$ cat src/rtl/axi_read_latency_timer.sv
// Times single-outstanding AXI4 reads from AR handshake to RLAST handshake by driving an
// external enable/load counter, and keeps latency min/max/count statistics.
module axi_read_latency_timer #(
    parameter int COUNT_SIZE = 32,
    parameter int STAT_SIZE  = 16
) (
    input  logic                  clk,
    input  logic                  rst_n,
    input  logic                  i_clear,
    input  logic                  i_arvalid,
    input  logic                  i_arready,
    input  logic                  i_rvalid,
    input  logic                  i_rready,
    input  logic                  i_rlast,
    output logic                  o_cnt_enable,
    output logic                  o_cnt_load,
    output logic [COUNT_SIZE-1:0] o_cnt_load_value,
    input  logic [COUNT_SIZE-1:0] i_cnt_count,
    input  logic                  i_cnt_overflow,
    output logic                  o_busy,
    output logic                  o_done,
    output logic [COUNT_SIZE-1:0] o_latency,
    output logic                  o_lat_overflow,
    output logic [COUNT_SIZE-1:0] o_min_latency,
    output logic [COUNT_SIZE-1:0] o_max_latency,
    output logic [STAT_SIZE-1:0]  o_txn_count,
    output logic [STAT_SIZE-1:0]  o_missed_count,
    output logic                  o_protocol_err
);

    typedef enum logic {IDLE, BUSY} state_t;

    state_t state, state_next;
    logic   ar_hs, r_end;
    logic   start, complete, missed, proto_err;
    logic   cnt_sat;
    logic [COUNT_SIZE-1:0] lat_value;

    function automatic logic [STAT_SIZE-1:0] sat_inc(input logic [STAT_SIZE-1:0] v);
        return (&v) ? v : v + STAT_SIZE'(1);
    endfunction

    // The counter holds (cycles - 1) at the RLAST cycle; a wrap or an all-ones count
    // means the true latency no longer fits, so report all-ones.
    function automatic logic [COUNT_SIZE-1:0] sat_latency(input logic [COUNT_SIZE-1:0] cnt,
                                                          input logic sat);
        return sat ? '1 : cnt + COUNT_SIZE'(1);
    endfunction

    assign ar_hs     = i_arvalid & i_arready;
    assign r_end     = i_rvalid & i_rready & i_rlast;
    assign cnt_sat   = i_cnt_overflow | (&i_cnt_count);
    assign lat_value = sat_latency(i_cnt_count, cnt_sat);

    always_ff @(posedge clk) begin
        if (!rst_n) state <= IDLE;
        else        state <= state_next;
    end

    always_comb begin
        state_next = state;
        start      = 1'b0;
        complete   = 1'b0;
        missed     = 1'b0;
        proto_err  = 1'b0;
        case (state)
            IDLE: begin
                proto_err = r_end;
                if (ar_hs) begin
                    start      = 1'b1;
                    state_next = BUSY;
                end
            end
            BUSY: begin
                if (r_end) begin
                    complete = 1'b1;
                    if (ar_hs) start      = 1'b1;
                    else       state_next = IDLE;
                end else if (ar_hs) begin
                    missed = 1'b1;
                end
            end
            default: state_next = IDLE;
        endcase
    end

    // Enable wins over load in the counter, so a restart must drop enable to reload.
    assign o_cnt_load       = rst_n & start;
    assign o_cnt_enable     = rst_n & (state == BUSY) & ~start;
    assign o_cnt_load_value = '0;
    assign o_busy           = (state == BUSY);

    always_ff @(posedge clk) begin
        if (!rst_n) begin
            o_done         <= 1'b0;
            o_latency      <= '0;
            o_lat_overflow <= 1'b0;
            o_min_latency  <= '1;
            o_max_latency  <= '0;
            o_txn_count    <= '0;
            o_missed_count <= '0;
            o_protocol_err <= 1'b0;
        end else begin
            o_done <= complete;
            if (complete) begin
                o_latency      <= lat_value;
                o_lat_overflow <= cnt_sat;
            end
            if (i_clear) begin
                o_min_latency  <= '1;
                o_max_latency  <= '0;
                o_txn_count    <= '0;
                o_missed_count <= '0;
                o_protocol_err <= 1'b0;
            end else begin
                if (complete) begin
                    if (lat_value < o_min_latency) o_min_latency <= lat_value;
                    if (lat_value > o_max_latency) o_max_latency <= lat_value;
                    o_txn_count <= sat_inc(o_txn_count);
                end
                if (missed)    o_missed_count <= sat_inc(o_missed_count);
                if (proto_err) o_protocol_err <= 1'b1;
            end
        end
    end

endmodule

$ cat config.mk
export PLATFORM = sky130hd
export DESIGN_NAME = axi_read_latency_timer
export DESIGN_NICKNAME = d
export VERILOG_FILES = /design/src/rtl/axi_read_latency_timer.sv
export SDC_FILE = /design/constraint.sdc
export NUM_CORES = 1
export LEC_CHECK = 0
export CAP_MARGIN = 20
export CORE_ASPECT_RATIO = 1.25
export CORE_UTILIZATION = 35
export DETAILED_ROUTE_END_ITERATION = 8
export GPL_TIMING_DRIVEN = 0
export PLACE_DENSITY = 0.69
export SYNTH_ARGS = -nofsm -noshare
export SYNTH_HDL_FRONTEND = slang
export SYNTH_SLANG_ARGS = --single-unit
$ cat constraint.sdc
create_clock -name clk -period 5.3 [get_ports clk]
set_clock_uncertainty 0.1 [all_clocks]
set_input_delay 1.06 -clock clk [delete_from_list [all_inputs] [get_ports clk]]
set_output_delay 1.06 -clock clk [all_outputs]
set_load 0.01 [all_outputs]
# Yosys cells after proc, flatten, opt, wreduce, memory -nomap -nowiden
# Cells that the tools add are included.
# op_classes
add_sub_neg	3
n_lt_le_gt_ge	2
n_mux	11
n_bitwise	12
n_reduce_logical	8
# ops
cell	n
16-bit by 1-bit adder with 16-bit output, second input constant	2
32-bit by 1-bit adder with 32-bit output, second input constant	1
32-bit greater-than comparator	1
32-bit less-than comparator	1
32-bit two-way mux	1
16-bit AND reduction	2
32-bit AND reduction	1
1-bit two-way mux	8
2-bit AND reduction	4
1-bit AND	6
1-bit inverter	5
1-bit one-hot mux with 2 select lines	2
2-bit OR reduction	1
1-bit OR	1
# totals
reg_bits	132
input_bits	41
out_inout_bits	166
word_cells	45

# Depth between registers and ports, before layout
# Gate-level depths: netlist of the first run.
# logic_depth
word_depth	6
depth_mapped	17
depth_no_buf	15

# Worst setup path after synthesis of the first run
# No wires, ideal clock.
# synth_timing
kind	input port to flip-flop
start	input i_cnt_count[0]
end	register o_max_latency[0]
arrival_time_ps	4226
slack_ps	888
path_stages	14
n_path_buf	2
cell_sequence	ha_1 and4_4 and3_1 clkbuf_1 a31o_2 a221oi_2 inv_1 ha_1 nand4_1 or4_4 o41ai_2 a21oi_4 buf_4 a211oi_1
# synth_via
elab_chain_cells	5
word_cells_on_any_way	6
classes_between	add/sub (1); order compare (1); mux (1); bitwise (1); reduce/logical (2)
# synth_lines
item	line	source
from (decl)	18	input logic [COUNT_SIZE-1:0] i_cnt_count,
parallel branches: the longest is 2 deep, another holds 32-bit by 1-bit adder with 32-bit output	-	
32-bit two-way mux (*)	47	return sat ? '1 : cnt + COUNT_SIZE'(1);
via lat_value[31]	37	logic [COUNT_SIZE-1:0] lat_value;
32-bit greater-than comparator (*)	118	if (lat_value > o_max_latency) o_max_latency <= lat_value;
2-bit AND reduction (no source line) (*)	-	
to (signal assigned)	118	
to (decl)	25	output logic [COUNT_SIZE-1:0] o_max_latency,
# Mark *: on every way through the listed nets, which the timed path passes.
# A chain may end at the register's enable or synchronous reset.

# Worst setup path in the final report of the first run
# layout_timing
start	input i_cnt_count[0]
end	register o_max_latency[8]
# Same word-level chain as after synthesis.

==> results of run 1 <==
[what timing repair did]
item | in CTS | in global routing
pin swaps | 0 | 6
endpoints found under the setup margin | 62 | 61
gates cloned | 0 | 1
resized for setup | 6 | 24
setup buffers | 0 | 2
hold buffers | 0 | 0
[synthesized netlist by cell type (all sizes together), types with 31 or more instances]
library cell,instances
a21oi,34
buf,52
clkbuf,31
dfxtp,132
ha,66
inv,75
nand2,60
nand3,52
nand4,36
nor2,98
nor3,35
o21ai,39
xor2,32
[worst max-delay path by stage]
stage / start / to / cells past startpoint
CTS: i_cnt_count[0] / o_max_latency[8] / 17
global route: i_cnt_count[10] / o_max_latency[8] / 15
detailed placement: i_cnt_count[0] / o_max_latency[8] / 17
global placement: i_cnt_count[0] / o_max_latency[9] / 17
floorplan: i_cnt_count[0] / o_max_latency[0] / 14
finish: i_cnt_count[0] / o_max_latency[8] / 15
[state kept, by name, summed over array words and instances (netlist names)]
name,flops
o_min_latency,32
o_protocol_err,1
o_missed_count,16
o_latency,32
o_busy,1
o_done,1
o_max_latency,32
o_txn_count,16
o_lat_overflow,1
[layout make-up]
cell class              count  area (sq um)  share of cell area, %
plain buffers              81         474.2                  4.431
clock buffers              21         480.5                  4.490
clock inverters            11         101.3                 0.9470
inverters                  75         281.5                  2.631
multi-input cells         691          4616                  43.13
flip-flops and latches    132          2643                  24.69
well taps                 279         349.1                  3.262
repair buffers            176          1757                  16.42
[metrics by stage]
step | setup WS, ns | std cells | util (%) | TNS, ns | power, mW
after detailed placement | -0.8290 | 1433 | 46.16 | -46.21 | 1.282
after floorplan | 0.8884 | 980 | - | 0 | 1.174
after CTS | 0.02045 | 1464 | 48.94 | 0 | 2.437
after global routing | -0.006882 | 1466 | 49.50 | -0.01048 | 2.518
final | 0.1588 | 1466 | 49.50 | 0 | 2.426
after global placement | -0.7327 | 1433 | 46.16 | -38.90 | 1.279
[cell families (layout without fill, tap and decap cells)]
kind of cell               Yosys count  count (layout)
AOI/OAI and AO/OA                  177             178
xor gates and xnor gates            52              52
adders and majority gates           66              66
buffers and inverters              158             364
DFF                                132             132
muxes                                2               2
other                                1              32
and+or+nand+nor                    361             361
[tightest hold or removal path, stage by stage, from the launching register on]
cell,delay [ns]
dfxtp_1,0.32
nor2_1,0.05
nor2_1,0.07
[report_power, final]
| part | internal, mW | leakage, nW | switching (mW) |
|---|---|---|---|
| Clock | 0.694 | 0.266 | 0.461 |
| Sequential | 1.00 | 1.07 | 0.00532 |
| Combinational | 0.111 | 3.06 | 0.154 |
[metal layers]
metal | GRT usage (%) | vias up
li1 | - | 3784
met1 | 26.36 | 3554
met2 | 37.57 | 265
met3 | 4.313 | 52
met4 | 9.428 | 0
met5 | 0 | -
==> results.tsv, run 1 <==
stage	metric	value	unit
synthesis	syn-cell-area	7772	sq um
sta	period_minus_slack	5.141	ns
synthesis	synth_top_area_share	34.00	%
clock_network	htree_levels	4	
synthesis	synth.largest_area_cell	dfxtp_1	
synthesis	seq_area_frac_synth	34.00	%
sta	holdWs	0.3720	ns
routing	wirelength	25.18	mm
final_layout	mostFrequentLayoutCell	clkdlybuf4s50_1	
grt	grt_antenna_before_repair	0	
sta	max_slew.worst_pin.slew	0.7829	ns
pwr	power_density	226.7	nW/um^2
final_layout	syn2layout_area_growth	37.68	%
grt	grt_pass1_vias	7226	
run_status	outcome	finished clean	
place	gp_congestion	0.9483	
floorplanning	fp.dieH	168.6	um
sta	post-route-period-util	97.00	%
synthesis	synthFlopType	dfxtp_1	
grt	grt_pass1_wl	38.41	mm
routing	route.detailed.drc	0	
clock_network	numCtsBuffers	17	
routing	wl_per_cell	17.18	um
setup_path	crit_top_cell	ha_1	
setup_path	r2r_setup_slack	2.48	ns
clock_network	cts.sinks	132	
sta	setup_viol	0	
floorplanning	die_w	135.3	um
routing	via_per_inst	5.222	
synthesis	ys_warn_count	0	
synthesis	synthMuxAreaShare	0.2576	%
pwr	ir_worst_vdd	219.6	uV
min_path	hold_end	o_protocol_err	
synthesis	ys_types	63	
clock_network	cts_root_buf	clkbuf_16	
setup_path	critPathSlowestCell	or4_4	
final_layout	fill_cells	2109	
floorplanning	pin_count	207	
setup_path	r2r-start	o_max_latency[31]	
final_layout	num_antenna_cells	0	
setup_path	crit_chain	clkdlybuf4s50_1 > ha_1 > and4_4 > and3_2 > a31o_2 > a221oi_4 > inv_1 > ha_1 > nand4_1 > or4_4 > a211oi_2 > a311oi_2 > a21oi_2 > buf_2 > o31ai_1	
place	hpwlAfterDp	19.62	mm
synthesis	synthSimpleGateAreaFrac	23.73	%
floorplanning	core-area	21620	sq um
routing	met1_length	10.45	mm
final_layout	final_cell_mix	clkdlybuf4s50_1 (174), dfxtp_1 (132), nor2_1 (98), inv_1 (75), ha_1 (66)	
setup_path	arrival	5.33	ns
synthesis	synth_compound_area_share	15.76	%
floorplanning	die_area	22810	sq um
sta	max-slew-margin-rel	47.33	%
final_layout	drive_gt1_share	9.436	%
setup_path	required	5.49	ns
place	dpl_cell_area	9980	sq um
clock_network	cts_buffer_depth	2	
sta	maxSlewViolCount	0	
synthesis	synthCells	949	
floorplanning	start_util	35.95	%
setup_path	end_kind	flop	
sta	finalHoldViolCount	0	
final_layout	fin_area	10700	sq um
synthesis	synthXorXnorAreaFrac	5.860	%
min_path	worstHoldStart	o_protocol_err	
synthesis	synth_top_family_by_area	simple AND/OR/NAND/NOR gates	
grt	grt_overflow	0	
routing	ant_nets	0	
clock_network	path_clk_slew	0.06	ns
final_layout	fin_nets	1281	
job	max-cap-violations	0	
clock_network	clk_latency	0.43	ns
setup_path	path_class	input pin to flop	
place	port_buffers	174	
synthesis	avgSynthCellArea	8.190	sq um
synthesis	synthAdderAreaFrac	10.62	%
pwr	p_leak	4.391	nW
setup_path	slowest_delay	0.61	ns
routing	met2WireLength	12.24	mm
floorplanning	rows	60	
min_path	min_path_cells	2	
grt	grt_start_max_net_pins	17	
setup_path	path_max_fanout	10	
routing	highest_layer	met4	
clock_network	cts_tree	yes	
sta	fmax	194.5	MHz
setup_path	start_kind	input pin	
setup_path	critical-path-top-delay-family	compound AO/OA/AOI/OAI gates	
synthesis	yosys-top-cells-area	dfxtp_1 (34%), ha_1 (11%), nor2_1 (4.7%)	
setup_path	r2r-end	o_max_latency[8]	
routing	firstDrtPassIters	7	
routing	drt_iter0_drc	467	
routing	wl_met3	1.644	mm
synthesis	synth_seq_cells	132	
synthesis	synthArstFlopShare	0	%
synthesis	synth-edff-count	0	
routing	vias	7655	
setup_path	crit_buf_inv	3	
grt	track_usage	21.91	%
min_path	hold_class	flop to flop	
setup_path	rr_worst_depth	9	
No activity file was read; power rests on OpenSTA's default activity.
==> run 2: changes to the inputs <==
--- a/config.mk
+++ b/config.mk
@@ -7,10 +7,12 @@
 export LEC_CHECK = 0
 export CAP_MARGIN = 20
 export CORE_ASPECT_RATIO = 1.25
+export CORE_MARGIN = 2
 export CORE_UTILIZATION = 35
 export DETAILED_ROUTE_END_ITERATION = 8
 export GPL_TIMING_DRIVEN = 0
 export PLACE_DENSITY = 0.69
+export SETUP_SLACK_MARGIN = 0.2
 export SYNTH_ARGS = -nofsm -noshare
 export SYNTH_HDL_FRONTEND = slang
 export SYNTH_SLANG_ARGS = --single-unit
==> constraint.sdc (replaced) <==
create_clock -name clk -period 5.3 [get_ports clk]
set_clock_uncertainty 0.1 [all_clocks]
set_input_delay 1.06 -clock clk [delete_from_list [all_inputs] [get_ports clk]]
set_output_delay 1.06 -clock clk [all_outputs]
set_load 0.05 [all_outputs]
==> results.tsv, run 2 (synthesized netlist as in run 1, its figures left out) <==
stage	metric	value	unit	change
final_layout	mostFrequentLayoutCell	clkdlybuf4s50_1		
floorplanning	rows	60		unchanged
clock_network	cts.sinks	132		unchanged
routing	via_per_inst	5.239		+0.34%
pwr	intPower	1.864	mW	+3.3%
pwr	pwr-share-clk	47.4	%	-0.2 points
grt	grt_antenna_before_repair	0		unchanged
pwr	seqPwrFrac	39.5	%	-1.9 points
pwr	p_leak	4.538	nW	+3.3%
setup_path	required	5.53	ns	+0.04 ns
clock_network	cts.hold.buffers_added	0		unchanged
setup_path	r2r_setup_slack	2.53	ns	+0.05 ns
grt	grt_pass1_vias	7219		-0.097%
floorplanning	start_util	35.82	%	-0.12 points
sta	fmax	201.2	MHz	+3.5%
routing	drt_iter0_drc	448		-4.1%
clock_network	numCtsBuffers	17		unchanged
setup_path	critical-path-top-delay-family	simple AND/OR/NAND/NOR gates		
setup_path	path_max_fanout	10		unchanged
place	port_buffers	174		unchanged
floorplanning	core-area	21700	sq um	+0.35%
sta	setup_viol	0		unchanged
floorplanning	pin_count	207		unchanged
pwr	swShare	26.82	%	+1.2 points
clock_network	cts_root_buf	clkbuf_16		
routing	route.detailed.drc	0		unchanged
floorplanning	die_w	137.3	um	+1.5%
sta	period_minus_slack	4.969	ns	-0.1722 ns
pwr	switchingPower	0.6832	mW	+10%
routing	firstDrtPassIters	5		-2
final_layout	final_cell_mix	clkdlybuf4s50_1 (172), dfxtp_1 (132), nor2_1 (97), inv_1 (74), ha_1 (65)		
final_layout	fin_util	50.14	%	+0.65 points
sta	post-route-period-util	93.75	%	-3.2 points
sta	rsz0062_at_grt	false		
setup_path	end_kind	flop		
pwr	combPwrFrac	13.2	%	+2.3 points
grt	track_usage	21.15	%	-0.76 points
setup_path	arrival	5.20	ns	-0.13 ns
place	gp_congestion	0.9074		-4.3%
final_layout	drive_gt1_share	11.05	%	+1.6 points
floorplanning	fp.dieH	170.6	um	+1.2%
setup_path	crit_chain	clkdlybuf4s50_1 > nand4_1 > or2_0 > buf_2 > nor4_4 > xnor2_1 > nand2_1 > ha_1 > nand4_1 > or4_4 > o41ai_2 > a21oi_4 > buf_4 > buf_2 > o31ai_1		
grt	grt_pass1_wl	38.05	mm	-0.95%
place	hpwlAfterDp	19.56	mm	-0.35%
clock_network	htree_levels	4		unchanged
sta	max-slew-margin-rel	43.25	%	-4.1 points
setup_path	crit_buf_inv	4		+1
pwr	power_density	234.2	nW/um^2	+3.3%
final_layout	layout.cells.non_filler	1474		+0.55%
final_layout	fin_nets	1289		+0.62%
routing	ant_nets	0		unchanged
grt	grt_overflow	0		unchanged
sta	max_slew.worst_pin.slew	0.8435	ns	+0.06062 ns
pwr	ir_worst_vdd	228.7	uV	+4.1%
clock_network	path_clk_slew	0.06	ns	about the same
clock_network	clk_latency	0.43	ns	about the same
setup_path	slowest_delay	0.60	ns	about the same
final_layout	num_antenna_cells	0		unchanged
job	max-cap-violations	0		unchanged
routing	wirelength	25.11	mm	-0.29%
pwr	power.total	2.548	mW	+5.0%
setup_path	start_kind	input pin		
setup_path	critPathSlowestCell	or4_4		
routing	wl_per_cell	17.03	um	-0.84%
place	dp_cells	1433		unchanged
routing	vias	7723		+0.89%
clock_network	cts_buffer_depth	2		unchanged
sta	finalHoldViolCount	0		unchanged
floorplanning	die_area	23420	sq um	+2.7%
final_layout	syn2layout_area_growth	39.97	%	
sta	maxSlewViolCount	0		unchanged
setup_path	path_class	input pin to flop		
final_layout	reg.largest.list	o_latency (32), o_max_latency (32), o_min_latency (32)		
run_status	outcome	finished clean		
clock_network	cts_tree	yes		
min_path	hold_class	flop to flop		
grt	grt_start_max_net_pins	17		unchanged
run 2: worst paths after layout:
check	start	to	cells past startpoint
min reg2reg	o_protocol_err	o_protocol_err	2
max reg2reg	o_max_latency[31]	o_max_latency[9]	9
max	i_cnt_count[10]	o_max_latency[9]	15
min	o_protocol_err	o_protocol_err	2
run 2: timing repair:
item | 4_1_cts | 5_1_grt
endpoints found under the setup margin | 64 | 64
pin swaps | 3 | 4
gates resized for setup | 19 | 43
setup buffers | 6 | 3
run 2: cell type report:
class / count / area [sq um]
plain buffers: 83 / 508.0
well taps: 279 / 349.1
repair buffers: 183 / 1827
clock buffers: 19 / 442.9
multi-input cells: 690 / 4669
fillers: 2080 / 10820
clock inverters: 13 / 158.9
flip-flops and latches: 132 / 2643
inverters: 75 / 281.5
run 2: layer usage:
| metal | part of all wire [%] | GRT usage [%] | vias up | wire [um] |
|---|---|---|---|---|
| li1 | - | - | 3777 | - |
| met1 | 42 | 25.99 | 3623 | 10460 |
| met2 | 48 | 35.95 | 271 | 12110 |
| met3 | 6.9 | 4.148 | 52 | 1735 |
| met4 | 3.2 | 8.561 | 0 | 804 |
| met5 | 0 | 0 | - | 0 |
run 2: worst register-to-register path, stage by stage (launching register included):
cell and delay [ns]:
dfxtp_1 0.34, inv_1 0.06, ha_1 0.31, nand4_1 0.14, or4_4 0.60, o41ai_2 0.46, a21oi_4 0.07, buf_4 0.16
buf_2 0.19, o31ai_1 0.24
run 2: through the flow:
step	setup WS, ns	hold WS (ns)	cell area, sq um	setup TNS, ns
finish	0.3310	0.3734	10880	0
global route	0.1518	0.4150	10880	0
CTS	0.2180	0.3789	10700	0
detailed placement	-0.7937	0.3661	9980	-43.81
global placement	-0.7348	0.3562	9980	-40.39
floorplan	0.8759	0.5967	7889	0
run 2: power groups by stage:
stage	Sequential [mW]	Combinational [mW]	Clock, mW
2_1_floorplan	1.05	0.186	0
3_3_place_gp	1.03	0.317	0
3_5_place_dp	1.03	0.320	0
4_1_cts	1.01	0.325	1.22
5_1_grt	1.01	0.360	1.26
6_report	1.01	0.335	1.21
